`config.mk`:
```
export PLATFORM = sky130hd
export DESIGN_NAME = dmem_arbiter
export DESIGN_NICKNAME = d
export VERILOG_FILES = /design/src/rtl/dmem_defs.sv /design/src/rtl/rr_arbiter2.sv /design/src/rtl/dmem_arbiter.sv
export SDC_FILE = /design/constraint.sdc
export NUM_CORES = 1
export LEC_CHECK = 0
export BUFFER_PORTS_ARGS = -buffer_cell sky130_fd_sc_hd__buf_2
export CAP_MARGIN = 20
export CELL_PAD_IN_SITES_DETAIL_PLACEMENT = 0
export CELL_PAD_IN_SITES_GLOBAL_PLACEMENT = 1
export CORE_ASPECT_RATIO = 1.75
export CORE_MARGIN = 4
export CORE_UTILIZATION = 34
export CTS_BUF_LIST = sky130_fd_sc_hd__clkbuf_8
export DETAILED_ROUTE_END_ITERATION = 8
export HOLD_SLACK_MARGIN = 0.03
export PLACE_DENSITY = 0.83
export SLEW_MARGIN = 20
export SYNTH_ARGS = -nofsm -noshare
export SYNTH_HDL_FRONTEND = slang
export SYNTH_SLANG_ARGS = --single-unit
export TNS_END_PERCENT = 20
```
`constraint.sdc`:
```
create_clock -name CLK -period 1.55 [get_ports CLK]
set_clock_uncertainty 0.05 [all_clocks]
set_input_delay 0.31 -clock CLK [delete_from_list [all_inputs] [get_ports CLK]]
set_output_delay 0.31 -clock CLK [all_outputs]
set_load 0.1 [all_outputs]
```
`src/rtl/dmem_defs.sv`:
```
// Shared definitions for the data-memory arbiter: funct3 codes,
// sequencer states and the access-size alignment check.
package dmem_defs;

    localparam logic [2:0] F3_B  = 3'b000;
    localparam logic [2:0] F3_H  = 3'b001;
    localparam logic [2:0] F3_W  = 3'b010;
    localparam logic [2:0] F3_BU = 3'b100;
    localparam logic [2:0] F3_HU = 3'b101;

    typedef enum logic [1:0] {
        S_IDLE   = 2'd0,
        S_ACCESS = 2'd1,
        S_RESP   = 2'd2
    } state_t;

    // True when funct3 is a supported size and the address is naturally aligned.
    function automatic logic f3_access_ok(input logic [2:0] f3,
                                          input logic [1:0] lsb);
        case (f3)
            F3_B, F3_BU: return 1'b1;
            F3_H, F3_HU: return ~lsb[0];
            F3_W:        return lsb == 2'b00;
            default:     return 1'b0;
        endcase
    endfunction

endpackage

```
`src/rtl/rr_arbiter2.sv`:
```
// Two-input picker: round-robin on ties (or fixed port-0 priority),
// with a last-grant pointer updated by a strobe.
module rr_arbiter2 #(
    parameter int ROUND_ROBIN = 1
) (
    input  logic       clk_i,
    input  logic       rst_i,
    input  logic [1:0] req_i,
    input  logic       upd_i,
    input  logic       upd_idx_i,
    output logic [1:0] gnt_o
);

    logic last_q;

    // Reset to "port 1 granted last" so port 0 wins the first tie.
    always_ff @(posedge clk_i) begin
        if (rst_i) begin
            last_q <= 1'b1;
        end else if (upd_i) begin
            last_q <= upd_idx_i;
        end
    end

    always_comb begin
        gnt_o = req_i;
        if (req_i == 2'b11) begin
            gnt_o = ((ROUND_ROBIN != 0) && !last_q) ? 2'b10 : 2'b01;
        end
    end

endmodule

```
`src/rtl/dmem_arbiter.sv`:
```
// Two-port arbiter and sequencer for the single-port data memory:
// IDLE -> ACCESS (one memory cycle) -> RESP (one-cycle ACK).
module dmem_arbiter
    import dmem_defs::*;
#(
    parameter int ADDR_WIDTH  = 10,
    parameter int ROUND_ROBIN = 1
) (
    input  logic        CLK,
    input  logic        RST,
    input  logic        REQ0,
    input  logic        WE0,
    input  logic [2:0]  FUNCT3_0,
    input  logic [31:0] ADDR0,
    input  logic [31:0] WDATA0,
    output logic        ACK0,
    output logic [31:0] RDATA0,
    output logic        ERR0,
    input  logic        REQ1,
    input  logic        WE1,
    input  logic [2:0]  FUNCT3_1,
    input  logic [31:0] ADDR1,
    input  logic [31:0] WDATA1,
    output logic        ACK1,
    output logic [31:0] RDATA1,
    output logic        ERR1,
    output logic        MEM_WE,
    output logic [2:0]  MEM_FUNCT3,
    output logic [31:0] MEM_ADDRESS,
    output logic [31:0] MEM_WRITE_DATA,
    input  logic [31:0] MEM_READ_DATA
);

    state_t      state_q, state_d;
    logic        win_q, win_d;
    logic        err_q, err_d;
    logic        mem_we_q, mem_we_d;
    logic [2:0]  mem_f3_q, mem_f3_d;
    logic [31:0] mem_addr_q, mem_addr_d;
    logic [31:0] mem_wdata_q, mem_wdata_d;
    logic        ack0_q, ack0_d;
    logic        ack1_q, ack1_d;
    logic        err0_q, err0_d;
    logic        err1_q, err1_d;
    logic [31:0] rdata0_q, rdata0_d;
    logic [31:0] rdata1_q, rdata1_d;

    logic [1:0]  gnt;
    logic        sel;
    logic        sel_we;
    logic [2:0]  sel_f3;
    logic [31:0] sel_addr;
    logic [31:0] sel_wdata;
    logic        sel_ok;
    logic [31:0] rd_val;

    rr_arbiter2 #(
        .ROUND_ROBIN(ROUND_ROBIN)
    ) u_arb (
        .clk_i    (CLK),
        .rst_i    (RST),
        .req_i    ({REQ1, REQ0}),
        .upd_i    (state_q == S_RESP),
        .upd_idx_i(win_q),
        .gnt_o    (gnt)
    );

    assign sel       = gnt[1];
    assign sel_we    = sel ? WE1 : WE0;
    assign sel_f3    = sel ? FUNCT3_1 : FUNCT3_0;
    assign sel_addr  = sel ? ADDR1 : ADDR0;
    assign sel_wdata = sel ? WDATA1 : WDATA0;
    assign sel_ok    = f3_access_ok(sel_f3, sel_addr[1:0])
                     && (sel_addr[31:ADDR_WIDTH] == '0);

    // Rejected accesses and stores return zero read data.
    assign rd_val = (err_q || mem_we_q) ? 32'h0 : MEM_READ_DATA;

    always_comb begin
        state_d     = state_q;
        win_d       = win_q;
        err_d       = err_q;
        mem_we_d    = 1'b0;
        mem_f3_d    = mem_f3_q;
        mem_addr_d  = mem_addr_q;
        mem_wdata_d = mem_wdata_q;
        ack0_d      = 1'b0;
        ack1_d      = 1'b0;
        err0_d      = 1'b0;
        err1_d      = 1'b0;
        rdata0_d    = rdata0_q;
        rdata1_d    = rdata1_q;
        case (state_q)
            S_IDLE: begin
                if (|gnt) begin
                    win_d       = sel;
                    err_d       = ~sel_ok;
                    mem_we_d    = sel_we & sel_ok;
                    mem_f3_d    = sel_f3;
                    mem_addr_d  = sel_addr;
                    mem_wdata_d = sel_wdata;
                    state_d     = S_ACCESS;
                end
            end
            S_ACCESS: begin
                if (win_q) begin
                    ack1_d   = 1'b1;
                    err1_d   = err_q;
                    rdata1_d = rd_val;
                end else begin
                    ack0_d   = 1'b1;
                    err0_d   = err_q;
                    rdata0_d = rd_val;
                end
                state_d = S_RESP;
            end
            S_RESP: begin
                state_d = S_IDLE;
            end
            default: begin
                state_d = S_IDLE;
            end
        endcase
    end

    always_ff @(posedge CLK) begin
        if (RST) begin
            state_q     <= S_IDLE;
            win_q       <= 1'b0;
            err_q       <= 1'b0;
            mem_we_q    <= 1'b0;
            mem_f3_q    <= 3'b0;
            mem_addr_q  <= 32'h0;
            mem_wdata_q <= 32'h0;
            ack0_q      <= 1'b0;
            ack1_q      <= 1'b0;
            err0_q      <= 1'b0;
            err1_q      <= 1'b0;
            rdata0_q    <= 32'h0;
            rdata1_q    <= 32'h0;
        end else begin
            state_q     <= state_d;
            win_q       <= win_d;
            err_q       <= err_d;
            mem_we_q    <= mem_we_d;
            mem_f3_q    <= mem_f3_d;
            mem_addr_q  <= mem_addr_d;
            mem_wdata_q <= mem_wdata_d;
            ack0_q      <= ack0_d;
            ack1_q      <= ack1_d;
            err0_q      <= err0_d;
            err1_q      <= err1_d;
            rdata0_q    <= rdata0_d;
            rdata1_q    <= rdata1_d;
        end
    end

    assign ACK0           = ack0_q;
    assign ACK1           = ack1_q;
    assign ERR0           = err0_q;
    assign ERR1           = err1_q;
    assign RDATA0         = rdata0_q;
    assign RDATA1         = rdata1_q;
    assign MEM_WE         = mem_we_q;
    assign MEM_FUNCT3     = mem_f3_q;
    assign MEM_ADDRESS    = mem_addr_q;
    assign MEM_WRITE_DATA = mem_wdata_q;

endmodule

```
Yosys cells after proc, flatten, opt, wreduce, memory -nomap -nowiden. Index checks and enable logic that the tools add are counted.

Multiplexer cells: 12. Equality and inequality tests: 8. Bitwise logic cells: 7. Reduce and logical (&&, ||, !) cells: 16.

Operators by type and width (count): 32-bit 2-to-1 mux (3); 22-bit logical NOT (1); 3-bit OR reduction (3); 2-bit OR reduction (4); 3-bit equality test, second input constant (2); 2-bit 2-to-1 mux (3); 1-bit NOT (6); 2-bit AND reduction (3); 2-bit equality test, second input constant (2); 2-bit logical NOT (2); 2-bit case mux with 2 select lines (1); 3-bit by 1-bit equality test with 1-bit output, second input constant (1); 3-bit by 2-bit equality test with 1-bit output, second input constant (1); 3-bit logical NOT (1); 1-bit 2-to-1 mux (3); 3-bit 2-to-1 mux (1); 1-bit case mux with 3 select lines (1); 2-bit by 1-bit equality test with 1-bit output, second input constant (1); 2-bit inequality test, second input constant (1); 1-bit bitwise AND (1); 1-bit logical AND (1); 1-bit logical OR (1).

Input port bits: 172. Output and inout port bits: 136. Logic and storage cells: 57. Bits in registers: 141.

Depth between registers and ports, before layout.
Word-level depth: 8. Depth in mapped cells: 6. Gate-level depth less buffers: 4.

Modules after synthesis. From an unflattened synthesis, not the netlist that was laid out.

Cells, all modules: 648. Area total of the unflattened synthesis: 5829.3 µm².

Modules (own cells, without submodules): dmem_arbiter (cells each 641, sequential area each 2802.7 µm², instances 1, area each 5770.5 µm²); rr_arbiter2 (cells each 7, sequential area each 20.0 µm², instances 1, area each 58.8 µm²).

Worst setup path after synthesis. No wires, ideal clock.

Path type: register to register. Start point: register mem_we_q (netlist: MEM_WE). End point: register rdata1_q[2] (netlist: RDATA1[2]). Cell stages (with the launch flop): 5. Setup time: 135 ps. Clock period less this slack: 1706 ps. Path slack: -156 ps. Arrival time: 1520 ps. Buffers on the path: 1. Cell sequence: dfxtp_1 nor2_2 clkbuf_1 nand3_1 a21oi_1.

Cells in the longest elaborated chain, start to end: 2.

RTL lines: from (decl) (line dmem_arbiter.sv:37) `logic mem_we_q, mem_we_d;`; from (signal assigned) (line dmem_arbiter.sv:145) `mem_we_q <= mem_we_d;`; 1-bit logical OR (line dmem_arbiter.sv:77) `assign rd_val = (err_q || mem_we_q) ? 32'h0 : MEM_READ_DATA;`; 32-bit 2-to-1 mux (line dmem_arbiter.sv:77); to (signal assigned) (line dmem_arbiter.sv:154) `rdata1_q <= rdata1_d;`; to (decl) (line dmem_arbiter.sv:46) `logic [31:0] rdata1_q, rdata1_d;`.

No other way between the ends. A chain may end at the register's enable or synchronous reset.

Worst setup path in the final report.
Start point: register u_arb.last_q. End point: register mem_wdata_q[15] (netlist: MEM_WRITE_DATA[15]).

Cells in the longest elaborated chain, start to end: 4.

RTL lines: from (decl) (line rr_arbiter2.sv:14) `logic last_q;`; from (signal assigned) (line rr_arbiter2.sv:21) `last_q <= upd_idx_i;`; 2-bit 2-to-1 mux * (line rr_arbiter2.sv:28) `gnt_o = ((ROUND_ROBIN != 0) && !last_q) ? 2'b10 : 2'b01;`; 2-bit 2-to-1 mux * (line rr_arbiter2.sv:27) `if (req_i == 2'b11) begin`; 2-bit OR reduction (line dmem_arbiter.sv:95) `if (|gnt) begin`; 2-bit AND reduction (no line); to (signal assigned) (line dmem_arbiter.sv:148) `mem_wdata_q <= mem_wdata_d;`; to (decl) (line dmem_arbiter.sv:40) `logic [31:0] mem_wdata_q, mem_wdata_d;`.

Mark *: on every way between the ends. The rest lies on a longest branch, timed or not.

==> flow_summary.toml <==
[placement]
placed_cells = 1155
port_buffers = 307
hpwl_um = 14580
gp_congestion = 0.8752

[logic_synthesis]
yosysWarnings = 0
synth_area_leaders = "dfxtp_1, a211oi_2, mux2i_1, a21oi_1, nand3_1"
yosysSeqAreaShare = 0.4629
synth_cells = 645
ys_async_sr_fraction = 0
syn-num-nets = 817
yosysUniqueCellTypes = 31
post-synth-top-area-cell = "dfxtp_1"
ys.flop_type = "dfxtp_1"
syn-cell-area_um2 = 6098
synth-seq-cells = 141
synth.avg_cell_area_um2 = 9.455
yosysTopAreaCellShare = 0.4629
synth_edf_count = 0

[grt]
grt_pass1_wl_um = 29010
gr-usage-all-layers = 0.1841
grt_max_degree = 75
antenna_found_initial = 1
grt-ovfl-total = 0
grt_pass1_vias = 5539

[floorplanning]
core_um2 = 17540
top_level_ports = 308
fp-row-count = 64
die_area_um2 = 20230
initial_utilization = 0.3477
die_y_um = 185.2
die_w_um = 109.2

[clock_tree]
numCtsBuffers = 17
clk_path_buf_depth = 2
clock-sinks = 141
cts_max_level = 4
cts-root-buf = "clkbuf_8"
cts_tree = "done"
clk_latency_ps = 420
clk_pin_slew_worst_paths_ps = 90

[critical_path]
crit_path_start_kind = "flip-flop"
crit_type = "reg -> reg"
critPathSlowestCell = "dfxtp_1"
crit_fanout = 37
crit_required_ps = 1800
reg2reg_setup_slack_ps = 30
reg2reg_to = "MEM_WRITE_DATA[15]"
r2r_cells = 4
crit_chain = "a21boi_4, buf_12, mux2i_2, a211oi_2"
crit_path_end = "MEM_WRITE_DATA[15]"
r2r_start = "u_arb.last_q"
crit_path_max_incr_delay_ps = 360
arrival_ps = 1770
critPathLaunch = "u_arb.last_q"
end_kind = "flip-flop"

[hold_path]
min_path_type = "in -> reg"

[finish]
layout.core_utilization = 0.5012
final_common_cell = "buf_2"
layout.nets = 1122
drive_gt1_frac = 0.4569
syn_to_final_growth_pct = 44.13
final_cell_mix = "buf_2, buf_4, dfxtp_1"
finalNonFillerCells = 1195

[timing]
slew_viol_final = 0
period_needed_ps = 1517
grt_setup_unrepaired = "true"
tns_ps = 0
finalCritPeriodShare = 0.9784
hold_viol_final = 0
fmax_mhz = 659.4
setup_viol = 0
worst_slew_pin_slew_ps = 411.4
holdWs_ps = 85.05
relSlewSlack = 0.7232

[power]
p_per_area_nw_per_um2 = 1250
p_leak_nw = 3.773
ir_worst_vdd_mv = 0.5609

[job]
maxCapViolCount = 0

[routing]
first_pass_iters = 6
ant_nets = 0
wirelength_um = 19780
wl_per_cell_um = 16.55
via_count = 5776
vias_per_cell = 4.833
drcViolationCount = 0
drt-initial-drc-count = 227

[outcome]
outcome = "completed"
cell usage after synthesis, types with 2 or more instances:
| cell | count |
|---|---|
| mux2i_1 | 68 |
| nor2_2 | 2 |
| a211oi_1 | 8 |
| a21oi_1 | 67 |
| o211ai_1 | 2 |
| buf_2 | 21 |
| o21a_1 | 2 |
| clkbuf_1 | 17 |
| nor4_1 | 12 |
| nand2_1 | 70 |
| buf_8 | 5 |
| buf_1 | 2 |
| nor2_1 | 77 |
| nand4_1 | 2 |
| a211oi_2 | 59 |
| dfxtp_1 | 141 |
| buf_4 | 10 |
| buf_6 | 2 |
| nand2b_1 | 3 |
| nand3_1 | 64 |
critical path: cells and delay by family, from the launching register on:
family          cells  cell delay, ps
flops               1             360
compound gates      2             350
mux                 1             310
buf+inv             1             300
timing repair:
item                                   4_1_cts  5_1_grt
buffers inserted                             0        4
setup endpoints to repair                  133       49
hold buffers                                 1        0
resized for setup                          133        6
endpoints found under the hold margin        1        0
cloned                                       0        2
cell type report:
| type | count | area (um2) |
|---|---|---|
| well taps | 231 | 289.0 |
| inverters | 1 | 3.754 |
| clock buffers | 17 | 234.0 |
| multi-input cells | 446 | 2947 |
| clock inverters | 15 | 162.7 |
| fillers | 1715 | 8747 |
| repair buffers | 343 | 2327 |
| flip-flops and latches | 141 | 2824 |
| diodes | 1 | 2.502 |
worst min-delay path by stage:
stage / from / endpoint / slack [ps] / cells past startpoint
after floorplan: MEM_READ_DATA[0] / RDATA0[0] / 410 / 2
after global placement: RDATA1[29] / RDATA1[29] / 390 / 2
after detailed placement: RDATA0[31] / RDATA0[31] / 390 / 2
after CTS: MEM_READ_DATA[10] / RDATA0[10] / 50 / 3
after global routing: MEM_READ_DATA[18] / RDATA1[18] / 50 / 3
final: MEM_READ_DATA[19] / RDATA0[19] / 90 / 3
logic make-up (layout without fill, tap and decap cells):
family / after synthesis / in the layout / share of synthesized area
mux: 68 / 68 / 0.1116
simple gates: 235 / 235 / 0.1680
buf+inv: 59 / 376 / 0.06114
other cells: 0 / 1 / 0
compound gates: 142 / 143 / 0.1963
flops: 141 / 141 / 0.4629
routing by layer:
metal  GRT usage  up-vias  share of wire
li1            -     2898              -
met1      0.2050     2644           0.38
met2      0.3299      203           0.54
met3     0.04116       31          0.060
met4     0.08138        0          0.027
met5           0        -              0
where the power goes:
group / switching, W / internal (W)
clock network: 0.00156 / 0.00146
logic: 0.00290 / 0.00101
registers: 0.000152 / 0.00390
total: 0.00461 / 0.00637
state kept, by name, indices dropped and copies added, names as in the netlist:
signal          flops
ACK0                1
ACK1                1
ERR0                1
ERR1                1
MEM_ADDRESS        32
MEM_FUNCT3          3
MEM_WE              1
MEM_WRITE_DATA     32
RDATA0             32
RDATA1             32
err_q               1
state_q             2
u_arb.last_q        1
win_q               1
metrics by stage:
stage	power, W	instance area (um2)	setup WS, ps
finish	0.01098	8790	33.47
global route	0.01143	8790	-11.84
CTS	0.01107	8702	0.4878
detailed placement	0.007847	7963	-59.18
global placement	0.007828	7963	-84.74
floorplan	0.007032	6100	142.7
No activity file was read; power rests on OpenSTA's default activity.
